## src/rtl/pc_sequencer.sv

```systemverilog
// Program-counter sequencer: holds the fetch PC and picks the next one from
// increment, branch, jump, call or return. Define PC_RAS_EN to build the return-address stack.
module pc_sequencer #(
   parameter int             n            = 32,
   parameter int             INC          = 4,
   parameter logic [n-1:0]   RESET_VECTOR = '0,
   parameter int             RAS_DEPTH    = 4
) (
   input  logic         clk,
   input  logic         rst,
   input  logic         stall,
   input  logic         branch_taken,
   input  logic [n-1:0] branch_target,
   input  logic         jump,
   input  logic [n-1:0] jump_target,
   input  logic         call,
   input  logic         ret,
   output logic [n-1:0] pc,
   output logic [n-1:0] pc_plus,
   output logic         ras_empty,
   output logic         ras_full,
   output logic         ras_err
);

   localparam logic [n-1:0] ALIGN_MASK = ~(n'(INC - 1));

   function automatic logic [n-1:0] align(input logic [n-1:0] a);
      return a & ALIGN_MASK;
   endfunction

   logic [n-1:0] r_pc;
   logic [n-1:0] w_pc_plus;
   logic [n-1:0] w_pc_nxt;

   assign w_pc_plus = r_pc + n'(INC);
   assign pc        = r_pc;
   assign pc_plus   = w_pc_plus;

`ifdef PC_RAS_EN
   localparam int PW = $clog2(RAS_DEPTH);
   localparam int CW = PW + 1;

   logic [n-1:0]  r_ras [RAS_DEPTH];
   logic [PW-1:0] r_wp;
   logic [CW-1:0] r_cnt;
   logic          r_err;
   logic          w_push;
   logic          w_pop;
   logic          w_err_set;
   logic          w_full;
   logic          w_empty;
   logic [PW-1:0] w_top;

   assign w_full    = (r_cnt == CW'(RAS_DEPTH));
   assign w_empty   = (r_cnt == '0);
   assign w_top     = r_wp - 1'b1;
   assign ras_empty = w_empty;
   assign ras_full  = w_full;
   assign ras_err   = r_err;

   always_comb begin
      w_pc_nxt  = w_pc_plus;
      w_push    = 1'b0;
      w_pop     = 1'b0;
      w_err_set = 1'b0;
      if (stall) begin
         w_pc_nxt = r_pc;
      end else if (ret) begin
         // A simultaneous call is dropped and flagged; an empty pop falls through to pc_plus.
         w_err_set = call | w_empty;
         if (!w_empty) begin
            w_pop    = 1'b1;
            w_pc_nxt = align(r_ras[w_top]);
         end
      end else if (call || jump) begin
         w_pc_nxt  = align(jump_target);
         w_push    = call;
         w_err_set = call & w_full;
      end else if (branch_taken) begin
         w_pc_nxt = align(branch_target);
      end
   end

   always_ff @(posedge clk or negedge rst) begin
      if (!rst) begin
         r_pc  <= RESET_VECTOR;
         r_wp  <= '0;
         r_cnt <= '0;
         r_err <= 1'b0;
      end else begin
         r_pc <= w_pc_nxt;
         if (w_err_set) r_err <= 1'b1;
         // Circular write pointer: when full, the push lands on the oldest entry.
         if (w_push) begin
            r_wp <= r_wp + 1'b1;
            if (!w_full) r_cnt <= r_cnt + 1'b1;
         end else if (w_pop) begin
            r_wp  <= w_top;
            r_cnt <= r_cnt - 1'b1;
         end
      end
   end

   // Stack contents carry no reset; the count alone decides validity.
   always_ff @(posedge clk) begin
      if (w_push) r_ras[r_wp] <= w_pc_plus;
   end
`else
   logic w_unused;

   assign w_unused  = ret;
   assign ras_empty = 1'b1;
   assign ras_full  = 1'b0;
   assign ras_err   = 1'b0;

   always_comb begin
      w_pc_nxt = w_pc_plus;
      if (stall) begin
         w_pc_nxt = r_pc;
      end else if (call || jump) begin
         w_pc_nxt = align(jump_target);
      end else if (branch_taken) begin
         w_pc_nxt = align(branch_target);
      end
   end

   always_ff @(posedge clk or negedge rst) begin
      if (!rst) begin
         r_pc <= RESET_VECTOR;
      end else begin
         r_pc <= w_pc_nxt;
      end
   end
`endif

endmodule

```

## config.mk

```make
export PLATFORM = sky130hd
export DESIGN_NAME = pc_sequencer
export DESIGN_NICKNAME = d
export VERILOG_FILES = /design/src/rtl/pc_sequencer.sv
export SDC_FILE = /design/constraint.sdc
export NUM_CORES = 1
export LEC_CHECK = 0
export BUFFER_PORTS_ARGS = -buffer_cell sky130_fd_sc_hd__buf_2
export CAP_MARGIN = 20
export CORE_MARGIN = 3
export CORE_UTILIZATION = 42
export DETAILED_ROUTE_END_ITERATION = 10
export PLACE_DENSITY_LB_ADDON = 0.3
export SYNTH_ARGS = -nofsm -noshare
export SYNTH_HDL_FRONTEND = slang
export SYNTH_SLANG_ARGS = --single-unit
export TNS_END_PERCENT = 50
```

## constraint.sdc

```tcl
create_clock -name clk -period 2 [get_ports clk]
set_clock_uncertainty 0.15 [all_clocks]
set_input_delay 0.1 -clock clk [delete_from_list [all_inputs] [get_ports clk]]
set_output_delay 0.1 -clock clk [all_outputs]
set_load 0.02 [all_outputs]
```

==> metrics.sh, run 1 <==
CELL_TYPES_WITH_THE_LARGEST_AREA_SHARE_AFTER_SYNTHESIS='sky130_fd_sc_hd__dfrtp_1, sky130_fd_sc_hd__nand2_1, sky130_fd_sc_hd__nand3_1'
FRACTION_OF_POWER_CONSUMED_BY_SEQUENTIAL_LOGIC=0.294
WORST_SETUP_PATH_END_KIND='output port'
MAX_SLEW_MARGIN=0.487
SYNTH_CELLS=376
GRT_SETUP_UNREPAIRED='yes'
FP-ROW-COUNT=29
YOSYSTOPAREACELL='sky130_fd_sc_hd__dfrtp_1'
POST-ROUTE-WORST-SETUP-SLACK_NS=-0.314
SYNTH_AREA_SQ_MM=0.00284
P_LEAK_uW=0.00228
INTERNAL_POWER_uW=1560
POST_DRT_WL_PER_CELL_MICRONS=18.2
IR_WORST_VDD_V=0.000438
POST_ROUTE_CELLS_DRIVE_ABOVE_1_SHARE=0.529
CLOCK_POWER_SHARE=0.198
CP_SLOWEST_CELL='sky130_fd_sc_hd__or4_4'
TOP_SIGNAL_LAYER_USED='met4'
CRIT_PATH_CELL_TRACE='ha_4, nand3_4, or4_4, or3_4, xnor2_4, buf_6'
RUN_STATUS='finished with violations'
HOLD_WORST_SLACK_NS=-0.000610
ROUTED_LENGTH_ON_MET2_MM=5.84
DETAILEDROUTE.FIRSTITERATIONVIOLATIONS=207
MAXCAPVIOLCOUNT=0
CP.REQUIRED_NS=1.75
CORE_AREA_SQ_MM=0.00646
SUM_OF_NET_HALF_PERIMETERS_AFTER_DETAILED_PLACEMENT_MM=7.93
CRITICAL_PATH_ARRIVAL_NS=2.06
CTS_TREE='built'
PWR-SHARE-COMB=0.507
AVGSYNTHCELLAREA_SQ_UM=7.55
GRT_PASS1_WL_MM=17.8
GLOBAL_ROUTE.USAGE.TOTAL=0.291
SYNTH.LIB_CELLS_USED.DISTINCT=59
SWITCHINGPOWER_uW=1080
EDFF_COUNT_SYNTH=0
WL_MET1_MM=4.83
SYNTH_FLOP_TYPE='sky130_fd_sc_hd__dfrtp_1'
DRTANTENNAVIOLNETS=0
START_UTIL=0.439
CLOCK.FMAX_GHz=0.432
HOLD_CLASS='in2reg'
TIMING_HOLD_VIOLATIONS_FINAL=1
CTSLONGESTPATHBUFFERS=2
ANTENNA_VIOLATIONS_BEFORE_REPAIR=0
ANTENNADIODECOUNT=0
WORST_SLEW_PIN_SLEW_NS=0.770
POST_DRT_VIA_CELL_RATIO=5.93
FINALCOREUTILIZATION=0.750
CTS.REPORTEDPATHS.CLKPINSLEW_NS=0.07
NUM_VIAS=3865
FINALWEIGHTEDCONGESTION=0.909
SETUP_VIOL=27
SWSHARE=0.410
VIA_COUNT_OF_THE_FIRST_GLOBAL_ROUTING_PASS=3651
DESIGN.PORTCOUNT=138
DIEAREA_SQ_MM=0.00778
POWER-PER-CELL-AREA_mW_PER_MM2=544
PERIOD_MINUS_SLACK_NS=2.31
DRC=0
CRITICAL_PATH_CLASS='reg2out'
NUMBER_OF_FLIP_FLOPS_IN_THE_LARGEST_REGISTER=30
GLOBALROUTEOVERFLOWTOTAL=0
GRT_START_MAX_NET_PINS=31
WORST_PATH_LARGEST_CELL_DELAY_NS=0.49
WORSTPATHMAXFANOUT=2
MAXSLEWVIOLCOUNT=0
FINAL_MIN_PERIOD_OVER_CLOCK_PERIOD=1.16
DETAIL_ROUTE.FIRST_PASS.ITERATIONS=5
H-TREE-DEPTH=2
WORSTSKEWPAIRLATENCY_NS=0.29
FAILED_CHECKS='hold timing, setup timing'
SYNTH.FF_LATCH_COUNT=30
DR_WL_MET3_MICRONS=936
SYNTH_LARGEST_TYPE_AREA_FRACTION=0.265
DETAIL_ROUTE.WIRELENGTH_MM=11.9
CLOCK-ROOT-BUFFER='sky130_fd_sc_hd__clkbuf_8'
NUMPORTBUFFERS=125
YS_ASYNC_SR_FRACTION=1.00
YOSYSSEQAREASHARE=0.265
SYNTHESIS_WARNINGS=0
FP.DIEH_MICRONS=88.2
NUMBER_OF_BUFFERS_INSERTED_DURING_CLOCK_TREE_SYNTHESIS=5
FINISH.NET_COUNT=646
DIE_X_MICRONS=88.2
CP-START-KIND='flop'
AREA.GROWTH.SYNTH_TO_FINAL_PCT=70.6
CLOCK-SINKS=30
[through the flow]
| step | area [sq um] | TNS [ns] | instances | total power (uW) | setup WS [ns] |
|---|---|---|---|---|---|
| final | 4840 | -4.55 | 652 | 2640 | -0.314 |
| after global routing | 4840 | -6.86 | 652 | 2760 | -0.396 |
| after CTS | 4590 | -3.82 | 636 | 2540 | -0.321 |
| after detailed placement | 4080 | -1.01 | 606 | 1930 | -0.101 |
| after global placement | 4080 | -0.463 | 606 | 1910 | -0.0692 |
| after floorplan | 3130 | -1.69 | 381 | 1500 | -0.267 |
[kinds of logic after synthesis]
kind of cell	after synthesis	synth area share
buf+inv	54	0.0829
compound gates	105	0.258
fa+ha+maj	1	0.00441
flops	30	0.265
simple gates	155	0.295
other cells	2	0.00265
mux	5	0.0181
xor+xnor	24	0.0741
[power groups by stage]
stage               logic (uW)  registers, uW  clock network, uW
CTS                       1240            771                525
finish                    1340            775                523
detailed placement        1150            785                  0
floorplan                  603            894                  0
global route              1420            784                557
global placement          1130            781                  0
[worst max-delay path, delay by kind of cell (launching register included)]
| family | cells | cell delay [ns] |
|---|---|---|
| xor gates and xnor gates | 1 | 0.14 |
| adders and majority gates | 1 | 0.16 |
| buffers and inverters | 1 | 0.13 |
| and+or+nand+nor | 3 | 0.94 |
| DFF | 1 | 0.39 |
[per-layer routing]
layer | track usage | up-vias
li1 | - | 1775
met1 | 0.368 | 1823
met2 | 0.498 | 235
met3 | 0.0536 | 32
met4 | 0.100 | 0
met5 | 0 | -
[synthesized netlist by cell type (all sizes together) (7+ instances only)]
library cell and instances:
nand2 40, clkbuf 30, dfrtp 30, nand3 28, o21ai 27, nor3 20, a31oi 14, buf 14
xnor2 13, nor2 11, o21a 11, xor2 11, inv 10, nand4 9, o211ai 8, or3 8
nor4 7
[cell usage in the layout, fill, tap and decap left out, types with 4 or more instances in the layout]
cell type	instances
sky130_fd_sc_hd__dfrtp_2	16
sky130_fd_sc_hd__buf_4	96
sky130_fd_sc_hd__dlygate4sd3_1	11
sky130_fd_sc_hd__or2_2	5
sky130_fd_sc_hd__xnor2_1	4
sky130_fd_sc_hd__nor4_4	4
sky130_fd_sc_hd__nor3_1	15
sky130_fd_sc_hd__o211ai_1	8
sky130_fd_sc_hd__nand3_4	7
sky130_fd_sc_hd__xor2_1	7
sky130_fd_sc_hd__and4_1	5
sky130_fd_sc_hd__o21a_1	11
sky130_fd_sc_hd__nand4_1	8
sky130_fd_sc_hd__nor2_1	8
sky130_fd_sc_hd__buf_6	18
sky130_fd_sc_hd__a21oi_1	6
sky130_fd_sc_hd__a31o_2	6
sky130_fd_sc_hd__or3_1	6
sky130_fd_sc_hd__mux2i_1	4
sky130_fd_sc_hd__a21o_1	5
sky130_fd_sc_hd__xor2_2	4
sky130_fd_sc_hd__o21ai_0	27
sky130_fd_sc_hd__nand3_1	19
sky130_fd_sc_hd__nand2b_1	6
sky130_fd_sc_hd__nand2_1	38
sky130_fd_sc_hd__conb_1	7
sky130_fd_sc_hd__and3_1	4
sky130_fd_sc_hd__dfrtp_1	14
sky130_fd_sc_hd__clkbuf_8	6
sky130_fd_sc_hd__inv_1	9
sky130_fd_sc_hd__a211o_1	4
sky130_fd_sc_hd__buf_2	104
sky130_fd_sc_hd__a31oi_1	14
sky130_fd_sc_hd__or4_4	4
sky130_fd_sc_hd__xnor2_2	7
[path summary, 6_finish.rpt]
| check | cells after the start | to | slack, ns | start |
|---|---|---|---|---|
| min reg2reg | 3 | pc[26] | 0.52 | pc[26] |
| max | 6 | pc_plus[30] | -0.31 | pc[2] |
| max in group asynchronous | 2 | pc[12] | 0.87 | rst |
| min in group asynchronous | 2 | pc[31] | 0.28 | rst |
| max reg2reg | 7 | pc[31] | -0.24 | pc[3] |
| min | 3 | pc[7] | -0.0006 | branch_target[7] |
[final cells by class]
class	count	area, sq um
Sequential cell	30	771
Tap cell	77	96.3
Timing Repair Buffer	230	1570
Clock buffer	8	90.1
Inverter	10	37.5
Fill cell	480	1620
Multi-Input combinational cell	297	2270
[what timing repair did]
| item | in CTS | in global routing |
|---|---|---|
| gates cloned | 0 | 0 |
| setup endpoints to repair | 29 | 32 |
| hold buffers | 11 | 0 |
| buffers inserted | 11 | 16 |
| hold endpoints to repair | 38 | 0 |
| pin swaps | 12 | 18 |
| resized for setup | 52 | 27 |
Power figures use the tool's default switching activity.
==> run 2: changes to the inputs <==
- CORE_UTILIZATION: 42 -> 43
- GPL_ROUTABILITY_DRIVEN: unset -> 1
- REMOVE_ABC_BUFFERS: unset -> 1
==> run 2 against run 1 <==
Effect of this change:
- core utilization about the same
- via count grew 3.2%
- global-route usage rose by 2.0 points
- the flow still finishes with violations (hold timing, setup timing)
- first-iteration DRC count increased by 130%
- combinational power about the same
- largest power group unchanged
- cell count is 1.8% lower
- critical path depth did not move
==> metrics.sh, run 2 (synthesized netlist as in run 1, its figures left out) <==
RUN_STATUS='finished with violations'  # unchanged
FAILED_CHECKS='hold timing, setup timing'  # unchanged
HOLD_WORST_SLACK_NS=-0.00487  # was -0.000610 ns
IR_WORST_VDD_V=0.000396  # was 0.000438 V
CRITICAL_PATH_CLASS='reg2out'  # unchanged
P_LEAK_uW=0.00220  # was 0.00228 uW
START_UTIL=0.460  # was 0.439
POWER-PER-CELL-AREA_mW_PER_MM2=587  # was 544 mW/mm^2
PLACE_INST=602  # was 606
MOST_COMMON_CELL_AFTER_LAYOUT_FILL_AND_TAPS_ASIDE='sky130_fd_sc_hd__buf_2'  # unchanged
CLOCK.FMAX_GHz=0.416  # was 0.432 GHz
FILL_CELLS=418  # was 480
CTS.REPORTEDPATHS.CLKPINSLEW_NS=0.07  # about the same
CP-START-KIND='flop'  # unchanged
DETAIL_ROUTE.FIRST_PASS.ITERATIONS=5  # unchanged
FINISH.NET_COUNT=636  # was 646
WORST_SLEW_PIN_SLEW_NS=0.762  # was 0.770 ns
WORST_SETUP_PATH_END_KIND='output port'  # unchanged
NUM_VIAS=3990  # was 3865
HOLD-PATH-CELL-COUNT=4  # was 3
GRT_START_MAX_NET_PINS=31  # unchanged
GLOBALROUTEOVERFLOWTOTAL=0  # unchanged
DRC=0  # unchanged
DETAILEDROUTE.FIRSTITERATIONVIOLATIONS=486  # was 207
FINALWEIGHTEDCONGESTION=0.867  # was 0.909
POST_DRT_WL_PER_CELL_MICRONS=19.9  # was 18.2 microns
HOLDPATHEND='pc[10]'  # was pc[7]
PERIOD_MINUS_SLACK_NS=2.40  # was 2.31 ns
WORSTPATHMAXFANOUT=4  # was 2
WORSTREG2REGEND='pc[28]'  # was pc[31]
NUMPORTBUFFERS=125  # unchanged
FP.DIEH_MICRONS=87.2  # was 88.2 microns
MAX_SLEW_MARGIN=0.492  # was 0.487
AREA.GROWTH.SYNTH_TO_FINAL_PCT=62.8  # was 70.6%
GLOBAL_ROUTE.USAGE.TOTAL=0.311  # was 0.291
POST_ROUTE_CELLS_DRIVE_ABOVE_1_SHARE=0.493  # was 0.529
ANTENNA_VIOLATIONS_BEFORE_REPAIR=1  # was 0
SETUP_VIOL=33  # was 27
CORE_AREA_SQ_MM=0.00617  # was 0.00646 sq mm
HOLD_CLASS='in2reg'  # unchanged
CLOCK-SINKS=30  # unchanged
CTSLONGESTPATHBUFFERS=2  # unchanged
NUMBER_OF_BUFFERS_INSERTED_DURING_CLOCK_TREE_SYNTHESIS=5  # unchanged
DIE_X_MICRONS=87.2  # was 88.2 microns
TIMING_HOLD_VIOLATIONS_FINAL=1  # unchanged
MAXSLEWVIOLCOUNT=0  # unchanged
VIA_COUNT_OF_THE_FIRST_GLOBAL_ROUTING_PASS=3853  # was 3651
NUMBER_OF_FLIP_FLOPS_IN_THE_LARGEST_REGISTER=30  # unchanged
CRITICAL_PATH_ARRIVAL_NS=2.15  # was 2.06 ns
WORST-R2R-CELL-COUNT=7  # unchanged
DESIGN.PORTCOUNT=138  # unchanged
DRTANTENNAVIOLNETS=0  # unchanged
WORSTSKEWPAIRLATENCY_NS=0.29  # about the same
H-TREE-DEPTH=2  # unchanged
DETAIL_ROUTE.WIRELENGTH_MM=12.7  # was 11.9 mm
MOSTFREQUENTLAYOUTCELLS='sky130_fd_sc_hd__buf_2, sky130_fd_sc_hd__buf_4, sky130_fd_sc_hd__nand2_1'  # unchanged
FINALCOREUTILIZATION=0.749  # was 0.750
LAYOUT.CELLS.NON_FILLER=640  # was 652
GRT_SETUP_UNREPAIRED='yes'  # unchanged
SETUP_TNS_NS=-5.98  # was -4.55 ns
SUM_OF_NET_HALF_PERIMETERS_AFTER_DETAILED_PLACEMENT_MM=7.96  # was 7.93 mm
WORSTHOLDSTART='jump_target[10]'  # was branch_target[7]
CRITICAL_PATH.REG2REG.STARTPOINT='pc[3]'  # unchanged
POSTPLACECELLAREA_SQ_MM=0.00387  # was 0.00408 sq mm
GRT_PASS1_WL_MM=18.5  # was 17.8 mm
DIEAREA_SQ_MM=0.00761  # was 0.00778 sq mm
FINAL_MIN_PERIOD_OVER_CLOCK_PERIOD=1.20  # was 1.16
STDCELL_AREA_SQ_MM=0.00462  # was 0.00484 sq mm
POST-ROUTE-WORST-SETUP-SLACK_NS=-0.404  # was -0.314 ns
REG2REG_SLACK_NS=-0.29  # was -0.24 ns
CP.REQUIRED_NS=1.75  # about the same
FP-ROW-COUNT=28  # was 29
MAXCAPVIOLCOUNT=0  # unchanged
CLOCK-ROOT-BUFFER='sky130_fd_sc_hd__clkbuf_8'  # unchanged
CTS_TREE='built'  # unchanged
POST_DRT_VIA_CELL_RATIO=6.23  # was 5.93
==> run 2: cell type report <==
class                           count  area [sq um]  area share
Antenna cell                        1          2.50    0.000542
Multi-Input combinational cell    297          2160       0.468
Tap cell                           75          93.8      0.0203
Clock buffer                        6          82.6      0.0179
Inverter                           10          37.5     0.00813
Timing Repair Buffer              220          1460       0.316
Clock inverter                      1          30.0     0.00650
Sequential cell                    30           751       0.163
==> run 2: per-stage QoR <==
step | power, uW | setup slack (ns)
4_1_cts | 2600 | -0.368
2_1_floorplan | 1340 | -0.634
3_5_place_dp | 1880 | -0.224
5_1_grt | 2810 | -0.440
6_report | 2710 | -0.404
3_3_place_gp | 1850 | -0.221
==> run 2: worst max-delay path by stage <==
stage / start / endpoint / cells after the start
detailed placement: pc[2] / pc_plus[30] / 6
global placement: pc[2] / pc_plus[30] / 6
finish: pc[3] / pc_plus[30] / 6
CTS: pc[3] / pc_plus[30] / 6
global route: pc[3] / pc_plus[20] / 7
floorplan: pc[4] / pc_plus[30] / 4
==> run 2: where the power goes <==
group | switching (uW) | internal, uW | leakage, uW
logic | 762 | 548 | 0.00179
clock network | 250 | 399 | 0.0000573
registers | 69.9 | 683 | 0.000359
==> run 2: repair_timing <==
action                                 CTS  global route
hold buffers                            10             0
setup endpoints to repair               33            37
cloned                                   0             0
gates resized for setup                 59            27
endpoints found under the hold margin   38             0
pin swaps                               18            16
setup buffers                           14             6
==> run 2: per-layer routing <==
metal | global-route usage | vias up | routed length [microns] | part of all wire
li1 | - | 1753 | - | -
met1 | 0.383 | 1886 | 4660 | 0.37
met2 | 0.534 | 295 | 6230 | 0.49
met3 | 0.0501 | 56 | 1310 | 0.10
met4 | 0.138 | 0 | 545 | 0.043
met5 | 0 | - | 0 | 0
==> run 2: worst max-delay path: stages (launching register included) <==
cell and delay (ns):
sky130_fd_sc_hd__dfrtp_1 0.38, sky130_fd_sc_hd__ha_2 0.21, sky130_fd_sc_hd__nand3_2 0.07, sky130_fd_sc_hd__or4_4 0.54, sky130_fd_sc_hd__or3_4 0.37, sky130_fd_sc_hd__xnor2_2 0.13, sky130_fd_sc_hd__buf_4 0.16
